## src/rtl/hilo_div_unit_if.sv

```systemverilog
// hilo_div_unit_if: CPU/divider-facing bus of the HI/LO divide sequencer
// master: CPU side drives start/is_signed/op_a/op_b/hi_we/lo_we/wdata and the divider's quotient/remainder
// slave : sequencer drives div_dividend/div_divisor, busy/done/div_zero and hi/lo
interface hilo_div_unit_if #(parameter int WIDTH = 32);
  logic             start;
  logic             is_signed;
  logic [WIDTH-1:0] op_a;
  logic [WIDTH-1:0] op_b;
  logic             hi_we;
  logic             lo_we;
  logic [WIDTH-1:0] wdata;
  logic [WIDTH-1:0] div_dividend;
  logic [WIDTH-1:0] div_divisor;
  logic [WIDTH-1:0] div_quotient;
  logic [WIDTH-1:0] div_remainder;
  logic             busy;
  logic             done;
  logic             div_zero;
  logic [WIDTH-1:0] hi;
  logic [WIDTH-1:0] lo;
  modport master (
    output start, is_signed, op_a, op_b, hi_we, lo_we, wdata, div_quotient, div_remainder,
    input  div_dividend, div_divisor, busy, done, div_zero, hi, lo
  );
  modport slave (
    input  start, is_signed, op_a, op_b, hi_we, lo_we, wdata, div_quotient, div_remainder,
    output div_dividend, div_divisor, busy, done, div_zero, hi, lo
  );
endinterface

```

## src/rtl/hilo_div_unit.sv

```systemverilog
// hilo_div_unit: sequences DIV/DIVU through a multicycle combinational divider and owns HI/LO
// clk/reset: clock and synchronous active-high reset
// bus (slave): operands, MTHI/MTLO writes, divider operand/result pair, busy/done/div_zero, hi/lo
module hilo_div_unit #(
  parameter int WIDTH      = 32,
  parameter int DIV_CYCLES = 2
) (
  input  logic             clk,
  input  logic             reset,
  hilo_div_unit_if.slave   bus
);
  typedef enum logic {S_IDLE, S_WAIT} state_t;
  state_t           r_state;
  logic [3:0]       r_cnt;
  logic             r_neg_q;
  logic             r_neg_r;
  logic             r_zero;
  logic             r_done;
  logic             r_dz;
  logic [WIDTH-1:0] r_a;
  logic [WIDTH-1:0] r_dvd;
  logic [WIDTH-1:0] r_dvs;
  logic [WIDTH-1:0] r_hi;
  logic [WIDTH-1:0] r_lo;
  logic [WIDTH-1:0] w_abs_a;
  logic [WIDTH-1:0] w_abs_b;
  logic [WIDTH-1:0] w_q;
  logic [WIDTH-1:0] w_r;
  // the most negative value negates to itself, which is its correct unsigned magnitude
  assign w_abs_a = (bus.is_signed && bus.op_a[WIDTH-1]) ? -bus.op_a : bus.op_a;
  assign w_abs_b = (bus.is_signed && bus.op_b[WIDTH-1]) ? -bus.op_b : bus.op_b;
  // divide by zero ignores the divider: LO all ones, HI keeps the raw dividend
  assign w_q = r_zero ? '1  : (r_neg_q ? -bus.div_quotient  : bus.div_quotient);
  assign w_r = r_zero ? r_a : (r_neg_r ? -bus.div_remainder : bus.div_remainder);
  always_ff @(posedge clk) begin
    if (reset) begin
      r_state <= S_IDLE;
      r_cnt   <= '0;
      r_neg_q <= 1'b0;
      r_neg_r <= 1'b0;
      r_zero  <= 1'b0;
      r_done  <= 1'b0;
      r_dz    <= 1'b0;
      r_a     <= '0;
      r_dvd   <= '0;
      r_dvs   <= '0;
      r_hi    <= '0;
      r_lo    <= '0;
    end else begin
      r_done <= 1'b0;
      r_dz   <= 1'b0;
      if (r_state == S_IDLE) begin
        if (bus.start) begin
          r_dvd   <= w_abs_a;
          r_dvs   <= w_abs_b;
          r_neg_q <= bus.is_signed & (bus.op_a[WIDTH-1] ^ bus.op_b[WIDTH-1]);
          r_neg_r <= bus.is_signed & bus.op_a[WIDTH-1];
          r_zero  <= (bus.op_b == '0);
          r_a     <= bus.op_a;
          r_cnt   <= 4'(DIV_CYCLES - 1);
          r_state <= S_WAIT;
        end else begin
          if (bus.hi_we) r_hi <= bus.wdata;
          if (bus.lo_we) r_lo <= bus.wdata;
        end
      end else if (r_cnt != '0) begin
        r_cnt <= r_cnt - 4'd1;
      end else begin
        r_lo    <= w_q;
        r_hi    <= w_r;
        r_done  <= 1'b1;
        r_dz    <= r_zero;
        r_state <= S_IDLE;
      end
    end
  end
  assign bus.div_dividend = r_dvd;
  assign bus.div_divisor  = r_dvs;
  assign bus.busy         = (r_state == S_WAIT);
  assign bus.done         = r_done;
  assign bus.div_zero     = r_dz;
  assign bus.hi           = r_hi;
  assign bus.lo           = r_lo;
endmodule

```

## src/flat_wrapper.sv

```systemverilog
// flat-port wrapper written by rule: the top's interface ports become plain ports
module hilo_div_unit_flat 
#(
  parameter int WIDTH      = 32,
  parameter int DIV_CYCLES = 2
)
  (clk, reset, bus_start, bus_is_signed, bus_op_a, bus_op_b, bus_hi_we, bus_lo_we, bus_wdata, bus_div_quotient, bus_div_remainder, bus_div_dividend, bus_div_divisor, bus_busy, bus_done, bus_div_zero, bus_hi, bus_lo);
  hilo_div_unit_if #(.WIDTH(WIDTH)) bus_i ();
  input  logic clk;
  input  logic reset;
  input wire logic [$bits(bus_i.start)-1:0] bus_start;
  input wire logic [$bits(bus_i.is_signed)-1:0] bus_is_signed;
  input wire logic [$bits(bus_i.op_a)-1:0] bus_op_a;
  input wire logic [$bits(bus_i.op_b)-1:0] bus_op_b;
  input wire logic [$bits(bus_i.hi_we)-1:0] bus_hi_we;
  input wire logic [$bits(bus_i.lo_we)-1:0] bus_lo_we;
  input wire logic [$bits(bus_i.wdata)-1:0] bus_wdata;
  input wire logic [$bits(bus_i.div_quotient)-1:0] bus_div_quotient;
  input wire logic [$bits(bus_i.div_remainder)-1:0] bus_div_remainder;
  output wire logic [$bits(bus_i.div_dividend)-1:0] bus_div_dividend;
  output wire logic [$bits(bus_i.div_divisor)-1:0] bus_div_divisor;
  output wire logic [$bits(bus_i.busy)-1:0] bus_busy;
  output wire logic [$bits(bus_i.done)-1:0] bus_done;
  output wire logic [$bits(bus_i.div_zero)-1:0] bus_div_zero;
  output wire logic [$bits(bus_i.hi)-1:0] bus_hi;
  output wire logic [$bits(bus_i.lo)-1:0] bus_lo;
  assign bus_i.start = bus_start;
  assign bus_i.is_signed = bus_is_signed;
  assign bus_i.op_a = bus_op_a;
  assign bus_i.op_b = bus_op_b;
  assign bus_i.hi_we = bus_hi_we;
  assign bus_i.lo_we = bus_lo_we;
  assign bus_i.wdata = bus_wdata;
  assign bus_i.div_quotient = bus_div_quotient;
  assign bus_i.div_remainder = bus_div_remainder;
  assign bus_div_dividend = bus_i.div_dividend;
  assign bus_div_divisor = bus_i.div_divisor;
  assign bus_busy = bus_i.busy;
  assign bus_done = bus_i.done;
  assign bus_div_zero = bus_i.div_zero;
  assign bus_hi = bus_i.hi;
  assign bus_lo = bus_i.lo;
  hilo_div_unit #(.WIDTH(WIDTH), .DIV_CYCLES(DIV_CYCLES)) u_core (.clk(clk), .reset(reset), .bus(bus_i));
endmodule
```

## config.mk

```make
export PLATFORM = sky130hd
export DESIGN_NAME = hilo_div_unit_flat
export DESIGN_NICKNAME = d
export VERILOG_FILES = /design/src/rtl/hilo_div_unit_if.sv /design/src/rtl/hilo_div_unit.sv /design/src/flat_wrapper.sv
export SDC_FILE = /design/constraint.sdc
export NUM_CORES = 1
export LEC_CHECK = 0
export CAP_MARGIN = 20
export CORE_MARGIN = 2
export CORE_UTILIZATION = 30
export CTS_BUF_LIST = sky130_fd_sc_hd__clkbuf_4 sky130_fd_sc_hd__clkbuf_8 sky130_fd_sc_hd__clkbuf_16
export DETAILED_ROUTE_END_ITERATION = 12
export SLEW_MARGIN = 20
export SYNTH_ARGS = -nofsm -noshare
export SYNTH_HDL_FRONTEND = slang
export SYNTH_SLANG_ARGS = --single-unit
export TNS_END_PERCENT = 20
```

## constraint.sdc

```tcl
create_clock -name clk -period 8.35 [get_ports clk]
set_clock_uncertainty 0.2 [all_clocks]
set_input_delay 1.67 -clock clk [delete_from_list [all_inputs] [get_ports clk]]
set_output_delay 1.67 -clock clk [all_outputs]
set_load 0.02 [all_outputs]
```

# Word-level counts from Yosys, hierarchy flattened
# Index checks and enable logic that the tools add are counted.
dict set report op_classes {
  addsub 5
  eq_ne 3
  n_mux 21
  bitwise 4
  reduce_logical 13
}
# operator n
set ops {}
lappend ops {{32-bit two-way mux} 14}
lappend ops {{32-bit negation} 4}
lappend ops {{32-bit logical NOT} 1}
lappend ops {{4-bit two-way mux} 3}
lappend ops {{3-bit AND reduction} 2}
lappend ops {{2-bit nonzero test} 3}
lappend ops {{1-bit two-way mux} 4}
lappend ops {{2-bit != test (second input constant)} 2}
lappend ops {{2-bit AND reduction} 2}
lappend ops {{4-bit nonzero test} 1}
lappend ops {{4-bit by 1-bit subtractor with 4-bit output (second input constant)} 1}
lappend ops {{3-bit OR reduction} 1}
lappend ops {{1-bit AND} 2}
lappend ops {{1-bit logical AND} 2}
lappend ops {{2-bit by 1-bit != test with 1-bit output (second input constant)} 1}
lappend ops {{2-bit OR reduction} 1}
lappend ops {{1-bit inverter} 1}
lappend ops {{1-bit bitwise XOR} 1}
dict set report word_totals {
  reg_bits 170
  in_bits 166
  wordCells 58
}

# Depth between registers and ports, before layout
# Gate-level depths: netlist (run 1).
dict set report logic_depth {
  ltp_word 5
  mapped_depth 9
  mapped_depth_nobuf 7
}

# Worst setup path after synthesis (run 1)
# No wires, ideal clock.
dict set report synth_path {
  path_type {input to register}
  start {in bus_div_quotient[4]}
  end {reg u_core.r_lo[18] (netlist: u_core.bus.lo[18])}
  setup_ns 0.069
  arrival_ns 3.546
  t_required_ns 8.081
  slack_ns 4.535
  path_stages 7
  cell_sequence {or3_1 -> buf_2 -> or4_4 -> buf_2 -> nor4_1 -> mux2_1 -> o21ai_1}
}
dict set report synth_between {
  elab_chain_cells 5
}
# item line_no
set synth_lines {}
lappend synth_lines {{start: declaration} flat_wrapper.sv:18} ;# input wire logic [$bits(bus_i.div_quotient)-1:0] bus_div_quotient;
lappend synth_lines {{32-bit negation} hilo_div_unit.sv:33} ;# assign w_q = r_zero ? '1 : (r_neg_q ? -bus.div_quotient : bus.div_quotient);
lappend synth_lines {{32-bit two-way mux (2 in series)} hilo_div_unit.sv:33}
lappend synth_lines {{32-bit two-way mux} hilo_div_unit.sv:66} ;# end else if (r_cnt != '0) begin
lappend synth_lines {{32-bit two-way mux} hilo_div_unit.sv:52} ;# if (r_state == S_IDLE) begin
lappend synth_lines {{end signal: assignment} hilo_div_unit.sv:64} ;# if (bus.lo_we) r_lo <= bus.wdata;
lappend synth_lines {{end signal: assignment} hilo_div_unit.sv:69} ;# r_lo <= w_q;
lappend synth_lines {{end: declaration} hilo_div_unit.sv:24} ;# logic [WIDTH-1:0] r_lo;
# Every way passes these cells. The select of a mux whose other input is x is not followed.
# A chain may end at the register's enable or synchronous reset.

# Worst setup path after layout (run 1)
dict set report layout_path {
  start {in bus_op_b[0]}
  end {reg u_core.r_dvs[24] (netlist: u_core.bus.div_divisor[24])}
}
dict set report layout_between {
  elab_chain_cells 2
}
# item line_no
set layout_lines {}
lappend layout_lines {{start: declaration} flat_wrapper.sv:14} ;# input wire logic [$bits(bus_i.op_b)-1:0] bus_op_b;
lappend layout_lines {{32-bit negation} hilo_div_unit.sv:31} ;# assign w_abs_b = (bus.is_signed && bus.op_b[WIDTH-1]) ? -bus.op_b : bus.op_b;
lappend layout_lines {{32-bit two-way mux} hilo_div_unit.sv:31}
lappend layout_lines {{end signal: assignment} hilo_div_unit.sv:55} ;# r_dvs <= w_abs_b;
lappend layout_lines {{end: declaration} hilo_div_unit.sv:22} ;# logic [WIDTH-1:0] r_dvs;
# Every way passes these cells.

==> run summary, run 1 <==
Power and ir drop
* 144 uV — worst vdd ir
* 4.49 nW — P_leak
* 173 nW/um^2 — Power per Cell Area

Setup path
* 7 — critical-path maximum fanout
* primary input to flop — category of the critical setup timing path
* 4.37 ns — endpoint arrival time on the critical path
* primary input — startpoint kind of the worst setup timing path
* 8.44 ns — required time of the critical path
* flop — sort of element at the end of the critical path

Synthesis
* 169 — Seq cells post-synth
* 0 — Yosys warning total
* dfxtp_1 — Yosys top cell by area
* 1,412 — Post-Syn Nets
* 34.7% — sequential fraction of the synthesis area
* 1,240 — Cells after Synth
* 74 — post-synthesis cell type count
* 9750 sq um — total standard cell area after synthesis
* dfxtp_1 — most frequent cell after synthesis
* 0% — share of async-settable or async-resettable flops after synthesis
* 169 x dfxtp_1, 158 x nand2_1, 118 x a21oi_1 — most common library cells after synthesis
* 34.7% — Yosys top cell area share
* 0 — number of enable flip-flop cells after synthesis
* dfxtp_1 35%, nand2_1 6.1%, a21oi_1 6.1% — cells taking the most area after synthesis
* dfxtp_1 — Synth Flop Type
* 7.87 sq um — average cell area after synthesis

Timing
* 0 ns — Setup TNS
* 0.890 ns — Tightest Pin Transition
* 0 — final max-slew violation count
* 0 — final hold violation count
* no — unrepaired setup endpoints after global routing
* 234 MHz — highest clock rate
* 40.1% — slew margin rel.
* 0 — final number of setup-violating endpoints
* 4.27 ns — final period demand of the worst path
* 51.2% — Final period util

Clock tree
* 169 — number of clock sinks
* 0.07 ns — Clock Pin Slew Worst Setup and Hold Paths
* 17 — number of buffers added by the clock tree synthesis step
* built — TritonCTS clock tree
* clkbuf_16 — buffer type at the clock tree root
* 0.44 ns — insertion delay to the later sink of the worst-skew pair
* 2 — largest buffer count on any clock path
* 0 — setup bufs post-CTS
* 0 — post-CTS resize count
* 0 — CTS Hold Buffers Added
* 4 — Max H-tree Level

Detailed routing
* 10,500 — total via count in the routed design
* 38.9 mm — Post-Route WL
* 0 — drt drc
* 20.2 um — WL per Instance
* 0 — Detail Route Antenna Nets
* 794 — violation count after the first detailed-routing iteration
* 5.43 — ratio of routed vias to standard cells
* 7 — drt pass-1 iters

Place
* 0.884 — final weighted congestion in routability-driven placement
* 28.2 mm — post-detail-place hpwl
* 13,000 sq um — Post-DP Area
* 296 — IO buf count

Run
* 0 — count of maximum capacitance violations

Die
* 34,000 sq um — full die area
* 32,300 sq um — total core area
* 297 — count of pins on the block boundary
* 184 um — width of the die
* 66 — site row count
* 30.2% — initial core utilization
* 184 um — die outline height

Layout
* 3,302 — fill count
* 13,600 sq um — post-route design area
* 5.93% — ratio of cells with drive above 1 in the final layout
* 1,644 — NumNets Final
* 39.6% — Area Overhead vs Synth

GRT
* 9,775 — via count of the first global-routing pass
* 58.5 mm — first-pass GRT wire length
* 22.3% — global routing usage summed across all routing layers
* 2 — number of antenna violations at the first check in global routing
* 0 — total overflow reported by the global router
* 121 — largest net degree at the start of global routing

Outcome
* completed — status

Worst hold path
* flop to flop — worst min-delay path category

-- registers in the layout, summed over array words and instances, names as in the netlist, 4 cells and up --
signal / flops
u_core.bus.div_dividend: 32
u_core.r_cnt: 4
u_core.bus.hi: 32
u_core.r_a: 31
u_core.bus.lo: 32
u_core.bus.div_divisor: 32
-- kinds of logic (layout without fill, tap and decap cells) --
| kind of cell | after synthesis | after routing | share of synthesized area [%] |
|---|---|---|---|
| and+or+nand+nor | 434 | 434 | 21.5 |
| DFF | 169 | 169 | 34.7 |
| AOI/OAI and AO/OA | 406 | 406 | 28.4 |
| xor gates and xnor gates | 84 | 84 | 7.54 |
| adders and majority gates | 6 | 6 | 0.770 |
| buffers and inverters | 118 | 363 | 4.76 |
| muxes | 23 | 23 | 2.40 |
| other | 0 | 1 | 0 |
-- layer usage --
metal | vias up | GRT usage, % | part of all wire [%]
met4 | 2 | 5.02 | 1.4
met3 | 34 | 5.14 | 7.9
met2 | 445 | 33.9 | 44
met5 | - | 0 | 0.026
met1 | 4911 | 32.0 | 47
li1 | 5069 | - | -
-- through the flow --
step | cells | util, % | setup WS, ns | power, mW | hold slack (ns)
detailed placement | 1895 | 40.3 | 3.69 | 1.57 | 0.246
floorplan | 1240 | - | 4.54 | 1.25 | 0.231
finish | 1928 | 42.2 | 4.08 | 2.36 | 0.254
CTS | 1927 | 42.1 | 4.13 | 2.38 | 0.255
global route | 1928 | 42.2 | 3.88 | 2.47 | 0.270
global placement | 1895 | 40.3 | 3.77 | 1.57 | 0.238
-- worst max-delay path, stage by stage --
cell and delay [ns]:
clkdlybuf4s50_1 0.49, inv_1 0.11, ha_1 0.19, nor4b_1 0.67
nand2_1 0.40, nor4b_1 0.51, mux2i_1 0.24, o22ai_1 0.09
-- where the power goes --
group          internal, mW  switching, mW  leakage, nW  total, mW
clock                 0.401          0.398        0.280      0.799
sequential            0.876         0.0449         1.39      0.921
combinational         0.279          0.358         2.82      0.636
total                  1.56          0.801         4.49       2.36
-- final timing paths --
| check | start | to | slack [ns] | depth (start not counted) |
|---|---|---|---|---|
| setup / recovery | bus_op_b[0] | u_core.bus.div_divisor[24] | 4.08 | 8 |
| hold / removal | u_core.r_a[1] | u_core.r_a[1] | 0.25 | 2 |
| setup reg to reg | u_core.bus.busy | u_core.bus.lo[20] | 4.93 | 9 |
| hold reg to reg | u_core.r_a[1] | u_core.r_a[1] | 0.25 | 2 |
-- layout by cell type (no fill, tap or decap), types with 19 or more instances in the layout --
| cell type | Yosys | final |
|---|---|---|
| o21ai_0 | 73 | 73 |
| xor2_1 | 56 | 56 |
| a21oi_1 | 118 | 116 |
| o41ai_1 | 23 | 23 |
| clkdlybuf4s50_1 | 0 | 295 |
| dfxtp_1 | 169 | 168 |
| xnor2_1 | 28 | 28 |
| nor4_1 | 25 | 25 |
| nand2_1 | 158 | 157 |
| or3_1 | 24 | 24 |
| mux2i_1 | 20 | 20 |
| o31ai_1 | 30 | 30 |
| nor2_1 | 98 | 98 |
| nand3_1 | 21 | 21 |
| o22ai_1 | 19 | 19 |
| o221ai_1 | 24 | 24 |
| nor3_1 | 27 | 27 |
| a211oi_1 | 26 | 26 |
-- final cells by class --
| type | instances | area, sq um | area share [%] |
|---|---|---|---|
| clock buffers | 17 | 425 | 3.12 |
| well taps | 442 | 553 | 4.06 |
| repair buffers | 313 | 3090 | 22.7 |
| inverters | 18 | 67.6 | 0.496 |
| diodes | 1 | 2.50 | 0.0184 |
| clock inverters | 15 | 156 | 1.15 |
| flip-flops and latches | 169 | 3380 | 24.9 |
| multi-input cells | 953 | 5930 | 43.6 |
Power figures use the tool's default switching activity.
==> inputs of run 2 (changes only) <==
==> constraint.sdc (replaced) <==
create_clock -name clk -period 4.2 [get_ports clk]
set_clock_uncertainty 0.2 [all_clocks]
set_input_delay 0.84 -clock clk [delete_from_list [all_inputs] [get_ports clk]]
set_output_delay 0.84 -clock clk [all_outputs]
set_load 0.02 [all_outputs]
==> run 2 against run 1 <==
Global-route usage up 0.58 points. Critical path depth down 2. Clock power grew 91%. Highest routed layer unchanged. Worst hold slack worse by 0.0051 ns. Largest cell class unchanged.
==> run summary, run 2 (synthesis gave the netlist of run 1 again) <==
GRT
* 2 — number of antenna violations at the first check in global routing, unchanged
* 60.2 mm — first-pass GRT wire length, +2.9%
* 22.9% — global routing usage summed across all routing layers, +0.58 points
* 0 — total overflow reported by the global router, unchanged
* 5.97% — GR met3 Demand/Resource, +0.83 points
* 35.0% — met2 capacity usage during global routing, +1.1 points
* 10,000 — via count of the first global-routing pass, +2.8%
* 62 — largest net degree at the start of global routing, -49%
* 31.8% — met1 demand-to-capacity share in global routing, -0.23 points
* met2 — GRT Max-Usage Layer

Worst hold path
* 2 — cell count of the worst hold path, unchanged
* u_core.r_a[6] — endpoint with the worst hold slack
* u_core.r_a[6] — hold path start
* flop to flop — worst min-delay path category

Clock tree
* 0 — setup bufs post-CTS, unchanged
* 169 — number of clock sinks, unchanged
* clkbuf_16 — buffer type at the clock tree root
* 0 — post-CTS resize count, unchanged
* built — TritonCTS clock tree
* 2 — largest buffer count on any clock path, unchanged
* 0 — CTS Hold Buffers Added, unchanged
* 0.07 ns — Clock Pin Slew Worst Setup and Hold Paths, about the same
* 4 — Max H-tree Level, unchanged
* 17 — number of buffers added by the clock tree synthesis step, unchanged
* 0.44 ns — insertion delay to the later sink of the worst-skew pair, about the same

Timing
* 3.23 ns — final period demand of the worst path
* 310 MHz — highest clock rate
* 0 ns — Setup TNS, unchanged
* 30.7% — slew margin rel., -9.5 points
* 0.249 ns — tightest hold margin, -0.00506 ns
* 0 — final max-slew violation count, unchanged
* 0 — final hold violation count, unchanged
* 0 — final number of setup-violating endpoints, unchanged
* 76.9% — Final period util
* no — unrepaired setup endpoints after global routing
* 1.04 ns — Tightest Pin Transition, +0.148 ns

Detailed routing
* 5 — drt pass-1 iters, -2
* 39.6 mm — Post-Route WL, +1.9%
* 5.49 — ratio of routed vias to standard cells, +1.2%
* 0 — Detail Route Antenna Nets, unchanged
* 20.5 um — WL per Instance, +1.5%
* 717 — violation count after the first detailed-routing iteration, -9.7%
* 0 — drt drc, unchanged
* 10,600 — total via count in the routed design, +1.6%

Die
* 32,300 sq um — total core area, unchanged
* 66 — site row count, unchanged
* 34,000 sq um — full die area, unchanged
* 184 um — die outline height, unchanged
* 30.2% — initial core utilization, unchanged
* 297 — count of pins on the block boundary, unchanged
* 184 um — width of the die, unchanged

Layout
* 1,653 — NumNets Final, +0.55%
* clkdlybuf4s50_1 — most frequent standard cell in the layout excluding fill and tap cells
* 39.8% — Area Overhead vs Synth
* 13,600 sq um — post-route design area, +0.18%
* 5930 sq um — Multi-input gate area, unchanged
* 3380 sq um — sequential standard cell area, unchanged
* 295 x clkdlybuf4s50_1, 168 x dfxtp_1, 157 x nand2_1 — leading cell types in the layout, fill and taps excluded
* 42.2% — post-layout utilization of the core, +0.078 points
* 3,238 — fill count, -1.9%
* 6.43% — ratio of cells with drive above 1 in the final layout, +0.50 points

Power and ir drop
* 340 nW/um^2 — Power per Cell Area, +96%
* 279 uV — worst vdd ir, +94%
* 4.53 nW — P_leak, +0.75%
* 4.63 mW — total chip power, +97%

Setup path
* 15 — critical-path maximum fanout, +8
* primary input — startpoint kind of the worst setup timing path
* 1.51 ns — Worst R2R Setup Slack, -3.42 ns
* 3.33 ns — endpoint arrival time on the critical path, -1.04 ns
* clkdlybuf4s50_1 > nor4_1 > nand3_1 > nor4b_1 > mux2i_1 > o22ai_1 — worst path cell trace
* 0.59 ns — slowest cell delay on critical path, -0.08 ns
* 4.30 ns — required time of the critical path, -4.14 ns
* u_core.bus.lo[28] — critical register-to-register path endpoint
* u_core.bus.busy — worst reg2reg startpoint
* 4 — number of cells on the worst reg-to-reg path, -5
* primary input to flop — category of the critical setup timing path
* nand3_1 — Critical-path top delay cell
* flop — sort of element at the end of the critical path

Place
* 296 — IO buf count, unchanged
* 13,100 sq um — Post-DP Area, +0.52%
* 0.893 — final weighted congestion in routability-driven placement, +0.95%
* 29.0 mm — post-detail-place hpwl, +3.0%

Run
* 0 — count of maximum capacitance violations, unchanged

Outcome
* completed — status

-- run 2: cell types whose count changed in the layout (fill, tap and decap cells not counted), sizes merged --
cell	delta
clkinv	+3
buf	+9
inv	-2
clkinvlp	-2
-- run 2: layout make-up --
| class | instances | share of cell area (%) |
|---|---|---|
| antenna | 1 | 0.0183 |
| inverter | 18 | 0.495 |
| clock inverter | 14 | 0.862 |
| sequential | 169 | 24.8 |
| timing repair buffer | 322 | 23.1 |
| multi-input combinational | 953 | 43.5 |
| tap | 442 | 4.05 |
| clock buffer | 17 | 3.12 |
-- run 2: per-layer routing --
layer  wire length, um  vias up
li1                  -     5103
met1             18100     4998
met2             17100      489
met3              3690       41
met4               702        2
met5                13        -
-- run 2: worst max path at each step --
stage | startpoint | to | slack (ns) | cells after the start
3_3_place_gp | bus_op_b[8] | u_core.bus.div_divisor[24] | 0.59 | 6
3_5_place_dp | bus_op_b[16] | u_core.bus.div_divisor[25] | 0.56 | 6
2_1_floorplan | bus_div_quotient[4] | u_core.bus.lo[18] | 1.22 | 7
6_report | bus_op_b[8] | u_core.bus.div_divisor[24] | 0.97 | 6
4_1_cts | bus_op_b[16] | u_core.bus.div_divisor[25] | 1.03 | 6
5_1_grt | bus_op_b[8] | u_core.bus.div_divisor[24] | 0.75 | 6
-- run 2: stage by stage --
step	setup WS (ns)	instances
detailed placement	0.564	1904
finish	0.969	1936
global route	0.753	1936
CTS	1.03	1935
global placement	0.588	1904
floorplan	1.22	1240
-- run 2: critical path, delay by kind of cell --
| kind | cells | cell delay [ns] |
|---|---|---|
| muxes | 1 | 0.24 |
| AOI/OAI and AO/OA | 1 | 0.09 |
| buffers and inverters | 1 | 0.47 |
| and+or+nand+nor | 3 | 1.68 |
-- run 2: power by group --
part,internal [mW],switching (mW),total [mW],leakage (nW)
Sequential,1.74,0.0990,1.84,1.39
Combinational,0.556,0.709,1.26,2.86
Clock,0.772,0.756,1.53,0.271
==> inputs of run 3 (changes only) <==
==> constraint.sdc (replaced) <==
create_clock -name clk -period 3 [get_ports clk]
set_clock_uncertainty 0.2 [all_clocks]
set_input_delay 0.6 -clock clk [delete_from_list [all_inputs] [get_ports clk]]
set_output_delay 0.6 -clock clk [all_outputs]
set_load 0.02 [all_outputs]
==> run 3 against run 2 <==
Global-route usage about the same. Clock-buffer cell count increased by 1. Critical path depth unchanged. Combinational power increased by 50%. Routed wire length increased by 0.22%. Via count increased by 3.3%. Critical endpoint is now u_core.bus.hi[30]. Largest cell class unchanged.
==> run summary, run 3 (synthesis gave the netlist of run 1 again) <==
Clock tree
* 169 — number of clock sinks, unchanged
* 17 — number of buffers added by the clock tree synthesis step, unchanged
* 4 — Max H-tree Level, unchanged
* 2 — largest buffer count on any clock path, unchanged
* 0.43 ns — insertion delay to the later sink of the worst-skew pair, about the same
* built — TritonCTS clock tree
* 0.07 ns — Clock Pin Slew Worst Setup and Hold Paths, about the same
* 0 — CTS Hold Buffers Added, unchanged
* clkbuf_16 — buffer type at the clock tree root

Place
* 14,000 sq um — Post-DP Area, +7.3%
* 296 — IO buf count, unchanged
* 0.928 — final weighted congestion in routability-driven placement, +4.0%
* 30.9 mm — post-detail-place hpwl, +6.4%
* -0.275 ns — minimum setup slack after placement, -0.839 ns

Timing
* 0.256 ns — tightest hold margin, +0.00638 ns
* 94.1% — Final period util
* no — unrepaired setup endpoints after global routing
* 0 ns — Setup TNS, unchanged
* 2.82 ns — final period demand of the worst path
* 50.8% — slew margin rel., +20 points
* 0.735 ns — Tightest Pin Transition, -0.304 ns
* 0 — final number of setup-violating endpoints, unchanged
* 0 — final max-slew violation count, unchanged
* 0 — final hold violation count, unchanged
* 0.177 ns — final worst-path setup slack, -0.793 ns
* 354 MHz — highest clock rate

Layout
* clkdlybuf4s50_1 — most frequent standard cell in the layout excluding fill and tap cells
* 1,775 — NumNets Final, +7.4%
* 3,221 — fill count, -0.53%
* 295 x clkdlybuf4s50_1, 168 x dfxtp_1, 157 x nand2_1 — leading cell types in the layout, fill and taps excluded
* 50.3% — Area Overhead vs Synth
* 13.6% — ratio of cells with drive above 1 in the final layout, +7.1 points
* 14,700 sq um — post-route design area, +7.5%

Outcome
* completed — status

Detailed routing
* 734 — violation count after the first detailed-routing iteration, +2.4%
* 19.3 um — WL per Instance, -5.8%
* 0 — drt drc, unchanged
* 0 — Detail Route Antenna Nets, unchanged
* 11,000 — total via count in the routed design, +3.3%
* 39.7 mm — Post-Route WL, +0.22%
* 5.33 — ratio of routed vias to standard cells, -3.0%
* 6 — drt pass-1 iters, +1

Power and ir drop
* 5.14 nW — P_leak, +14%
* 385 uV — worst vdd ir, +38%
* 465 nW/um^2 — Power per Cell Area, +37%

Setup path
* 8 — number of cells on the worst reg-to-reg path, +4
* 3 — critical-path maximum fanout, -12
* 0.53 ns — Worst R2R Setup Slack, -0.98 ns
* u_core.r_cnt[0] — worst reg2reg startpoint
* 2.96 ns — endpoint arrival time on the critical path, -0.37 ns
* primary input — startpoint kind of the worst setup timing path
* bus_div_remainder[23] — worst setup path startpoint
* u_core.bus.hi[23] — critical register-to-register path endpoint
* flop — sort of element at the end of the critical path
* 3.14 ns — required time of the critical path, -1.16 ns
* primary input to flop — category of the critical setup timing path

GRT
* 10,500 — via count of the first global-routing pass, +4.5%
* 60.6 mm — first-pass GRT wire length, +0.57%
* 62 — largest net degree at the start of global routing, unchanged
* 0 — total overflow reported by the global router, unchanged
* 5 — number of antenna violations at the first check in global routing, +3
* 22.9% — global routing usage summed across all routing layers, -0.037 points

Worst hold path
* flop to flop — worst min-delay path category
* u_core.r_a[5] — endpoint with the worst hold slack
* 2 — cell count of the worst hold path, unchanged
* u_core.r_a[5] — hold path start

Die
* 297 — count of pins on the block boundary, unchanged
* 184 um — die outline height, unchanged
* 34,000 sq um — full die area, unchanged
* 66 — site row count, unchanged
* 30.2% — initial core utilization, unchanged
* 184 um — width of the die, unchanged
* 32,300 sq um — total core area, unchanged

Run
* 0 — count of maximum capacitance violations, unchanged

## run 3: stage by stage
stage                     utilization [%]  instances  total power, mW
after detailed placement             43.5       2026             4.50
after global placement               43.5       2026             4.49
after global routing                 45.4       2059             7.11
after CTS                            45.4       2057             6.86
final                                45.4       2060             6.82
after floorplan                         -       1240             3.47
## run 3: routing by layer
metal  track usage [%]  vias to the layer above  part of all wire [%]  wire (um)
met5                 0                        -                 0.068         27
met4              5.54                        4                   1.5        606
met3              6.13                       38                   8.2       3270
met2              35.7                      426                    44      17400
met1              31.3                     5162                    46      18400
li1                  -                     5349                     -          -
## run 3: timing repair
| item | in CTS | in global routing |
|---|---|---|
| setup endpoints to repair | 0 | 1 |
| setup buffers | 0 | 0 |
| gates resized for setup | 0 | 1 |
## run 3: critical path, stage by stage
cell	delay (ns)
clkdlybuf4s50_1	0.42
or4_1	0.62
or4_1	0.56
o41ai_1	0.38
xor2_1	0.12
a221oi_1	0.26
## run 3: worst max-delay path by stage
| stage | end | slack (ns) | cells after the start |
|---|---|---|---|
| 2_1_floorplan | u_core.bus.lo[18] | 0.26 | 7 |
| 3_3_place_gp | u_core.bus.hi[30] | -0.28 | 6 |
| 3_5_place_dp | u_core.bus.hi[30] | -0.28 | 6 |
| 4_1_cts | u_core.bus.hi[30] | 0.16 | 6 |
| 5_1_grt | u_core.bus.hi[30] | 0.02 | 6 |
| 6_report | u_core.bus.hi[30] | 0.18 | 6 |
## run 3: power breakdown
group / switching, mW / leakage, nW / internal (mW)
registers: 0.130 / 1.39 / 2.44
clock network: 1.03 / 0.292 / 1.33
logic: 1.01 / 3.45 / 0.880
## run 3: layout make-up
type | count | area [sq um] | area share [%]
tap | 442 | 553 | 3.77
antenna | 3 | 7.51 | 0.0512
inverter | 18 | 67.6 | 0.461
clock buffer | 18 | 433 | 2.95
clock inverter | 13 | 170 | 1.16
multi-input combinational | 953 | 5940 | 40.5
timing repair buffer | 444 | 4110 | 28.0
sequential | 169 | 3380 | 23.1
